File: config.mk
export PLATFORM = sky130hd
export DESIGN_NAME = fifo_uart_tx
export DESIGN_NICKNAME = d
export VERILOG_FILES = /design/src/rtl/fifo_uart_tx.sv
export SDC_FILE = /design/constraint.sdc
export NUM_CORES = 1
export LEC_CHECK = 0
export CORE_UTILIZATION = 35
export DETAILED_ROUTE_END_ITERATION = 8
export SYNTH_ARGS = -nofsm -noshare
export SYNTH_HDL_FRONTEND = slang
export SYNTH_SLANG_ARGS = --single-unit
File: constraint.sdc
create_clock -name clk_i -period 2 [get_ports clk_i]
set_input_delay 0.3 -clock clk_i [delete_from_list [all_inputs] [get_ports clk_i]]
set_output_delay 0.3 -clock clk_i [all_outputs]
set_load 0.005 [all_outputs]
File: src/rtl/fifo_uart_tx.sv
// Purpose : pops one word from the upstream fifo and sends it as a UART frame
//           (start, WIDTH data bits LSB first, optional parity, one stop bit).
// Latency : tx_o falls 3 cycles after IDLE sees a non-empty fifo; a frame lasts
//           (WIDTH+2+PARITY_EN)*CLKS_PER_BIT cycles, and done_o pulses in the cycle after it.
// Backpress: pulls data only when enable_i=1 and empty_i=0; one pop per frame,
//           with no further pop until the current frame has finished.
//
// Ports:
//   clk_i    rising-edge clock shared with the fifo
//   rst_ni   asynchronous active-low reset
//   enable_i permission to start new frames; a frame in flight always completes
//   empty_i  fifo empty flag, looked at only in IDLE
//   rd_en_o  single-cycle fifo pop request
//   rdata_i  fifo read data, captured in LOAD (the cycle after the pop)
//   tx_o     serial output, idles high
//   busy_o   high in every state except IDLE
//   done_o   one-cycle pulse on return to IDLE after the stop bit
module fifo_uart_tx #(
    parameter int WIDTH        = 8,
    parameter int CLKS_PER_BIT = 16,
    parameter bit PARITY_EN    = 1'b0,
    parameter bit PARITY_ODD   = 1'b0
) (
    input  logic             clk_i,
    input  logic             rst_ni,
    input  logic             enable_i,
    input  logic             empty_i,
    output logic             rd_en_o,
    input  logic [WIDTH-1:0] rdata_i,
    output logic             tx_o,
    output logic             busy_o,
    output logic             done_o
);

    localparam int BAUD_W = (CLKS_PER_BIT > 1) ? $clog2(CLKS_PER_BIT) : 1;
    localparam int BIT_W  = (WIDTH > 1) ? $clog2(WIDTH) : 1;
    localparam logic [BAUD_W-1:0] BAUD_LAST = BAUD_W'(CLKS_PER_BIT - 1);
    localparam logic [BIT_W-1:0]  BIT_LAST  = BIT_W'(WIDTH - 1);

    typedef enum logic [2:0] {
        S_IDLE,
        S_FETCH,
        S_LOAD,
        S_START,
        S_DATA,
        S_PARITY,
        S_STOP
    } state_e;

    state_e             state_q, state_d;
    logic [WIDTH-1:0]   shift_q, shift_d;
    logic [BIT_W-1:0]   bit_q, bit_d;
    logic [BAUD_W-1:0]  baud_q, baud_d;
    logic               par_q, par_d;
    logic               tx_q, tx_d;
    logic               rd_en_q, rd_en_d;
    logic               busy_q, busy_d;
    logic               done_q, done_d;
    logic               bit_end;

    assign bit_end = (baud_q == BAUD_LAST);

    always_comb begin
        state_d = state_q;
        shift_d = shift_q;
        bit_d   = bit_q;
        baud_d  = baud_q;
        par_d   = par_q;

        // Every serial-bit state shares the same baud count: wrap on the bit boundary.
        if (state_q == S_START || state_q == S_DATA ||
            state_q == S_PARITY || state_q == S_STOP) begin
            if (bit_end) begin
                baud_d = '0;
            end else begin
                baud_d = baud_q + BAUD_W'(1);
            end
        end

        case (state_q)
            S_IDLE: begin
                if (enable_i && !empty_i) begin
                    state_d = S_FETCH;
                end
            end
            S_FETCH: begin
                state_d = S_LOAD;
            end
            S_LOAD: begin
                shift_d = rdata_i;
                par_d   = (^rdata_i) ^ PARITY_ODD;
                baud_d  = '0;
                bit_d   = '0;
                state_d = S_START;
            end
            S_START: begin
                if (bit_end) begin
                    state_d = S_DATA;
                end
            end
            S_DATA: begin
                if (bit_end) begin
                    shift_d = shift_q >> 1;
                    if (bit_q == BIT_LAST) begin
                        bit_d   = '0;
                        state_d = PARITY_EN ? S_PARITY : S_STOP;
                    end else begin
                        bit_d = bit_q + BIT_W'(1);
                    end
                end
            end
            S_PARITY: begin
                if (bit_end) begin
                    state_d = S_STOP;
                end
            end
            S_STOP: begin
                if (bit_end) begin
                    state_d = S_IDLE;
                end
            end
            default: begin
                state_d = S_IDLE;
            end
        endcase
    end

    // Outputs are decoded from the next-state values and then registered, so each
    // output lines up with the state it belongs to and never sees an input directly.
    always_comb begin
        tx_d = 1'b1;
        case (state_d)
            S_START:  tx_d = 1'b0;
            S_DATA:   tx_d = shift_d[0];
            S_PARITY: tx_d = par_d;
            default:  tx_d = 1'b1;
        endcase
        rd_en_d = (state_d == S_FETCH);
        busy_d  = (state_d != S_IDLE);
        done_d  = (state_q == S_STOP) && (state_d == S_IDLE);
    end

    always_ff @(posedge clk_i or negedge rst_ni) begin
        if (!rst_ni) begin
            state_q <= S_IDLE;
            shift_q <= '0;
            bit_q   <= '0;
            baud_q  <= '0;
            par_q   <= 1'b0;
            tx_q    <= 1'b1;
            rd_en_q <= 1'b0;
            busy_q  <= 1'b0;
            done_q  <= 1'b0;
        end else begin
            state_q <= state_d;
            shift_q <= shift_d;
            bit_q   <= bit_d;
            baud_q  <= baud_d;
            par_q   <= par_d;
            tx_q    <= tx_d;
            rd_en_q <= rd_en_d;
            busy_q  <= busy_d;
            done_q  <= done_d;
        end
    end

    assign tx_o    = tx_q;
    assign rd_en_o = rd_en_q;
    assign busy_o  = busy_q;
    assign done_o  = done_q;

endmodule

# After elaboration in Yosys (flattened, before gate mapping)
# Cells that the tools add are included.
# Widths: inputs -> output; s select.
[op_classes]
addsub = 2
eq_ne = 13
mux = 17
reduce_logical = 13
[ops]
columns = ["operator", "n"]
rows = [
  ["$mux 3", 8],
  ["$pmux 3 s7", 1],
  ["$eq 3x3->1 const B", 6],
  ["$pmux 8 s2", 1],
  ["$mux 4", 3],
  ["$eq 3x2->1 const B", 3],
  ["$mux 8", 1],
  ["$reduce_xor 8->1", 1],
  ["$eq 3x1->1 const B", 2],
  ["$logic_not 3->1", 2],
  ["$pmux 3 s2", 1],
  ["$add 4x1->4 const B", 1],
  ["$eq 4x4->1 const B", 1],
  ["$reduce_bool 2->1", 2],
  ["$add 3x1->3 const B", 1],
  ["$logic_or 1x1->1", 3],
  ["$pmux 1 s3", 1],
  ["$reduce_bool 3->1", 1],
  ["$logic_and 1x1->1", 2],
  ["$ne 2x2->1 const B", 1],
  ["$reduce_and 2->1", 1],
  ["$logic_not 1->1", 1],
  ["$mux 1", 1],
]
[word_totals]
regBits = 23
input_bits = 12
out_inout_bits = 4
word_cells = 55

# Depth between registers and ports, before layout
# Gate-level depths: netlist of run 1.
[depth]
word_depth = 6
ltp_mapped = 6
mapped_depth_nobuf = 6

# Worst setup path after synthesis of run 1
# No wires, ideal clock.
[synth_timing]
path_type = "register -> register"
start = "reg baud_q[0]"
end = "reg tx_q, in the netlist tx_o"
setup_ns = 0.079
arrival_ns = 1.459
required_time_ns = 1.921
path_slack_ns = 0.462
stages_incl_launch_ff = 6
path_buffers = 0
synth_period_minus_slack_ns = 1.538
path_cell_list = "dfrtp_1 ha_1 and3_1 and3_1 a221o_1 a22o_1"
[synth_between]
word_cells_on_any_way = 12
classes_between = "eq/ne: 4; mux: 8"
[synth_rtl]
columns = ["element", "line_no", "text"]
rows = [
  ["start, declared", "53", "logic [BAUD_W-1:0] baud_q, baud_d;"],
  ["start signal, assigned", "158", "baud_q <= baud_d;"],
  ["$eq 4x4->1", "61", "assign bit_end = (baud_q == BAUD_LAST);"],
  ["$mux 8", "102", "if (bit_end) begin"],
  ["$pmux 8 s2", "80", "case (state_q)"],
  ["via shift_d[0]", "51", "logic [WIDTH-1:0] shift_q, shift_d;"],
  ["$pmux 1 s3", "132", "case (state_d)"],
  ["via tx_d", "55", "logic tx_q, tx_d;"],
  ["end signal, assigned", "160", "tx_q <= tx_d;"],
  ["end, declared", "55", ""],
]
# The timed path passes the listed nets, and every way through them passes these cells. The select of a mux whose other input is x is not followed.
# A chain may end at the register's enable or synchronous reset.

# Final worst setup path of run 1
# Same ends and word-level chain as after synthesis.

==> results of run 1 <==
path summary, 6_finish.rpt:
kind                            startpoint         end  slack [ps]
worst max-delay path             baud_q[0]        tx_o         190
worst min-delay path                rst_ni  state_q[2]         380
worst max register to register   baud_q[0]        tx_o         190
worst min register to register  shift_q[1]  shift_q[1]         480
max in group asynchronous           rst_ni        tx_o        1330
min in group clk_i              shift_q[1]  shift_q[1]         480
layout make-up:
| class | instances | area (um2) |
|---|---|---|
| Sequential cell | 23 | 577 |
| Tap cell | 46 | 57.6 |
| Timing Repair Buffer | 23 | 210 |
| Multi-Input combinational cell | 109 | 672 |
| Clock buffer | 4 | 45.0 |
| Fill cell | 356 | 1870 |
| Inverter | 4 | 15.0 |
cells in the mapped netlist (2+ instances only):
library cell | count | share of area, %
xnor2_1 | 7 | 4.7
buf_2 | 3 | 1.2
nand2b_1 | 2 | 0.96
a21oi_1 | 4 | 1.5
nor2_1 | 6 | 1.7
nor2b_1 | 2 | 0.96
nor3_1 | 5 | 1.9
ha_1 | 3 | 2.9
and3_1 | 4 | 1.9
clkbuf_1 | 3 | 0.86
mux2i_1 | 3 | 2.3
nand3_1 | 4 | 1.5
nand2_1 | 30 | 8.6
a22oi_1 | 7 | 4.0
inv_1 | 4 | 1.2
o21ai_0 | 14 | 5.4
o221ai_1 | 2 | 1.3
a22o_1 | 3 | 2.0
dfrtp_1 | 22 | 42
per-stage QoR:
step | total power [W] | util [%]
2_1_floorplan | 0.000534 | -
3_3_place_gp | 0.000578 | 44.5
3_5_place_dp | 0.000580 | 44.5
4_1_cts | 0.000871 | 45.8
5_1_grt | 0.000907 | 45.8
6_report | 0.000857 | 45.8
where the power goes:
group          switching, W  internal (W)
Sequential       0.00000837      0.000482
Combinational     0.0000335     0.0000459
Clock              0.000146      0.000142
layer usage:
metal | vias to the layer above | global-route usage, % | part of all wire, %
met5 | - | 0 | 0
met4 | 0 | 6.40 | 1.3
met3 | 5 | 2.36 | 4.5
met2 | 24 | 25.5 | 46
met1 | 524 | 21.4 | 48
li1 | 555 | - | -
sequential cells by signal, indices dropped and copies added (netlist names):
name and flops:
shift_q 8, baud_q 4, bit_q 3, state_q 3, busy_o 1, done_o 1, par_q 1, rd_en_o 1
tx_o 1
placed cells by master, fill, tap and decap left out, types with 2 or more instances in the layout:
cell type        instances
o221ai_1                 2
clkdlybuf4s50_1         15
xnor2_1                  7
nand2_1                 30
o21ai_0                 14
and3_1                   4
nand2b_1                 2
nand3_1                  4
mux2i_1                  3
nor3_1                   5
ha_1                     3
nor2_1                   6
dfrtp_1                 22
a22oi_1                  7
inv_1                    4
a22o_1                   3
nor2b_1                  2
clkbuf_8                 3
a21oi_1                  4
buf_4                    8
logic make-up (layout without fill, tap and decap cells):
| family | after synthesis | count (layout) |
|---|---|---|
| and+or+nand+nor | 58 | 58 |
| DFF | 23 | 23 |
| AOI/OAI and AO/OA | 38 | 38 |
| muxes | 3 | 3 |
| xor gates and xnor gates | 7 | 7 |
| adders and majority gates | 3 | 3 |
| buffers and inverters | 12 | 31 |
==> metrics.cfg, run 1 <==
[outcome]
outcome=completed

[cts]
clock_sinks=23
clk_path_buf_depth=2
postCtsHoldBufs=0
cts_tree=built
clkTransAtPathRegs_ps=80
cts_root_buffer=clkbuf_8
clock_latency_ps=260
post_cts_resize_count=0
postCtsSetupRepairBufs=0
htree_levels=1
numCtsBuffers=3

[placed_design]
port_buffers=15
post-place-ws_ps=240
place_inst=205
placed_cell_area_um2=1530
place.gp.congestion=0.933
dp_hpwl_mm=2.02

[die]
die_w_um=63.1
io_pins=16
rows=21
die-height_um=63.1
core_um2=3440
die-area_um2=3980
start_util_pct=37.9

[yosys]
synthSimpleGateAreaFrac_pct=21.5
synth_compound_area_share_pct=20.1
syn_avg_cell_area_um2=9.06
yosys.area_share.adder_pct=2.88
async_flop_share_pct=100
synthMuxAreaShare_pct=2.30
synth_flop_cell=dfrtp_1
synth_fp_nets=159
synthesis.area_um2=1310
syn_inst=144
synth.distinct_cells=35
synthXorXnorAreaFrac_pct=4.70
yosysSeqAreaShare_pct=44.2
synth_edf_count=0
yosysWarnings=0
synth_top_family_by_area=simple AND/OR/NAND/NOR gates
synth_seq_cells=23

[timing]
slew_headroom_pct=71.3
fmax_mhz=553
finClkSkew_ps=3.43
setup_ws_ps=193
hold_viol=0
worstMarginPinSlew_ps=429
finalCriticalPeriod_ps=1810
slew_viol_final=0
hold-worst-slack_ps=382
fin_crit_sh_pct=90.4
setup_viol=0
rsz0062_at_grt=false
fin_tns_setup_ps=0

[global_routing]
grt_pass1_wl_mm=5.00
grt_antenna_before_repair=0
grt_pass1_vias=1095
grt_max_degree=24
gr-usage-all-layers_pct=15.9
gr-total-overflow=0

[final_layout]
final_nets=179
drive_gt1_share_pct=9.82
final-instance-count-excl-fill=209
final_cell_area_um2=1580
area_delta_synth_final_pct=20.8
antenna_cells=0

[setup_path]
start_kind=register
critPathMaxStageDelay_ps=470
required_ps=2200
cp.arrival_ps=2000
worst_setup_path_end_kind=register
path_cells=ha_1 -> and3_1 -> a21oi_2 -> a221o_1 -> a22o_1
ff2ff_path_depth=5
crit_cells=5
slowest_stage=dfrtp_1
path_class=reg -> reg
path_delay_family=compound AO/OA/AOI/OAI gates
worstPathMaxFanout=9
critPathBufInv=0

[route]
num_vias=1108
dr.pass1.iters=4
drc_errors=0
via_per_inst=5.30
post_drt_wl_per_cell_um=13.3
wl_mm=2.78
first_iter_violations=55
postRouteAntennaNets=0

[power]
power_density_nw_per_um2=544
ir_worst_vdd_mv=0.269
total_leakage_power_nw=0.723

[job]
maxCapViolations=0

[hold_path]
hold_class=in -> async

No activity file was read; power rests on OpenSTA's default activity.
==> run 2, diff against run 1 <==
--- a/config.mk
+++ b/config.mk
@@ -5,8 +5,9 @@
 export SDC_FILE = /design/constraint.sdc
 export NUM_CORES = 1
 export LEC_CHECK = 0
-export CORE_UTILIZATION = 35
+export CORE_UTILIZATION = 54
 export DETAILED_ROUTE_END_ITERATION = 8
+export PLACE_DENSITY = 0.78
 export SYNTH_ARGS = -nofsm -noshare
 export SYNTH_HDL_FRONTEND = slang
 export SYNTH_SLANG_ARGS = --single-unit
==> metrics.cfg, run 2 (synthesized netlist as in run 1, its figures left out) <==
[outcome]
outcome=completed

[job]
maxCapViolations=0

[placed_design]
port_buffers=15
post-place-ws_ps=265
dp_hpwl_mm=2.14
place.gp.congestion=0.825
place_inst=187

[final_layout]
drive_gt1_share_pct=10.4
fin_util_pct=68.3
antenna_cells=0
fillers=189
largest_reg_flops=8
regMostFlops=shift_q
final-instance-count-excl-fill=191
largestRegisters=shift_q (8), baud_q (4)
final_nets=179
final_common_cell=nand2_1
layout_common_cells=nand2_1 (30), dfrtp_1 (22), clkdlybuf4s50_1 (15)
area_delta_synth_final_pct=17.9

[die]
io_pins=16
die_w_um=51.2
core_um2=2250
die-height_um=51.2
start_util_pct=57.9
die-area_um2=2620
rows=17

[power]
power_density_nw_per_um2=521
total_leakage_power_nw=0.713
power.total_w=0.000801
ir_worst_vdd_mv=0.481

[route]
num_vias=1115
wl_mm=2.83
first_iter_violations=28
postRouteAntennaNets=0
via_per_inst=5.84
post_drt_wl_per_cell_um=14.8
drc_errors=0
dr.pass1.iters=5

[cts]
post_cts_resize_count=0
cts_tree=built
htree_levels=1
cts_root_buffer=clkbuf_4
numCtsBuffers=3
postCtsHoldBufs=0
clock_sinks=23
postCtsSetupRepairBufs=0
clkTransAtPathRegs_ps=130
clk_path_buf_depth=2
clock_latency_ps=320

[setup_path]
cp.arrival_ps=2030
ff2ff_path_depth=5
worstPathMaxFanout=7
path_class=reg -> reg
start_kind=register
required_ps=2270
worst_setup_path_end_kind=register

[global_routing]
grt_max_degree=24
grt_pass1_wl_mm=4.83
grt_antenna_before_repair=0
gr-total-overflow=0
grt_pass1_vias=1114
gr-usage-all-layers_pct=25.4

[timing]
worstMarginPinSlew_ps=430
fin_crit_sh_pct=88.0
setup_ws_ps=240
slew_viol_final=0
hold_viol=0
fmax_mhz=568
rsz0062_at_grt=false
finClkSkew_ps=2.87
setup_viol=0
finalCriticalPeriod_ps=1760
slew_headroom_pct=71.3
fin_tns_setup_ps=0

[hold_path]
hold_class=in -> async

## run 2: cell count changes in the layout (fill, tap and decap cells not counted), sizes merged
cell,change
clkbuf,-1
clkinvlp,+1
## run 2: power breakdown
group,switching [W],internal (W),leakage (nW)
Clock,0.000153,0.0000766,0.0139
Sequential,0.00000832,0.000482,0.266
Combinational,0.0000350,0.0000460,0.433
## run 2: stage by stage
stage                     cell area, um2  hold slack [ps]
after global routing                1540              340
after detailed placement            1510              471
after floorplan                     1310             4.41
after global placement              1510              464
after CTS                           1540              302
final                               1540              302
## run 2: cell type report
cell class | count | area (um2) | area share [%]
timing repair buffer | 23 | 210 | 13.7
clock inverter | 1 | 7.51 | 0.488
tap | 28 | 35.0 | 2.28
multi-input combinational | 109 | 672 | 43.7
inverter | 4 | 15.0 | 0.976
clock buffer | 3 | 22.5 | 1.46
sequential | 23 | 577 | 37.5
## run 2: path summary, 6_finish.rpt
path / start / end / slack [ps]
setup / recovery: baud_q[0] / tx_o / 240
hold / removal: rst_ni / baud_q[2] / 300
setup reg to reg: baud_q[0] / tx_o / 240
hold reg to reg: shift_q[3] / shift_q[3] / 500
max in group asynchronous: rst_ni / tx_o / 1420
min in group clk_i: shift_q[3] / shift_q[3] / 500
## run 2: critical path, cell delays in order, from the launching register on
cell     delay [ps]
dfrtp_1         460
ha_1            280
and3_1          300
a21oi_2         140
a221o_1         330
a22o_1          190
## run 2: per-layer routing
layer | up-vias | global-route usage [%] | wire length [um]
met2 | 27 | 42.8 | 1430
met4 | 0 | 10.6 | 63
met1 | 525 | 30.7 | 1220
li1 | 555 | - | -
met5 | - | 0 | 0
met3 | 8 | 6.25 | 110
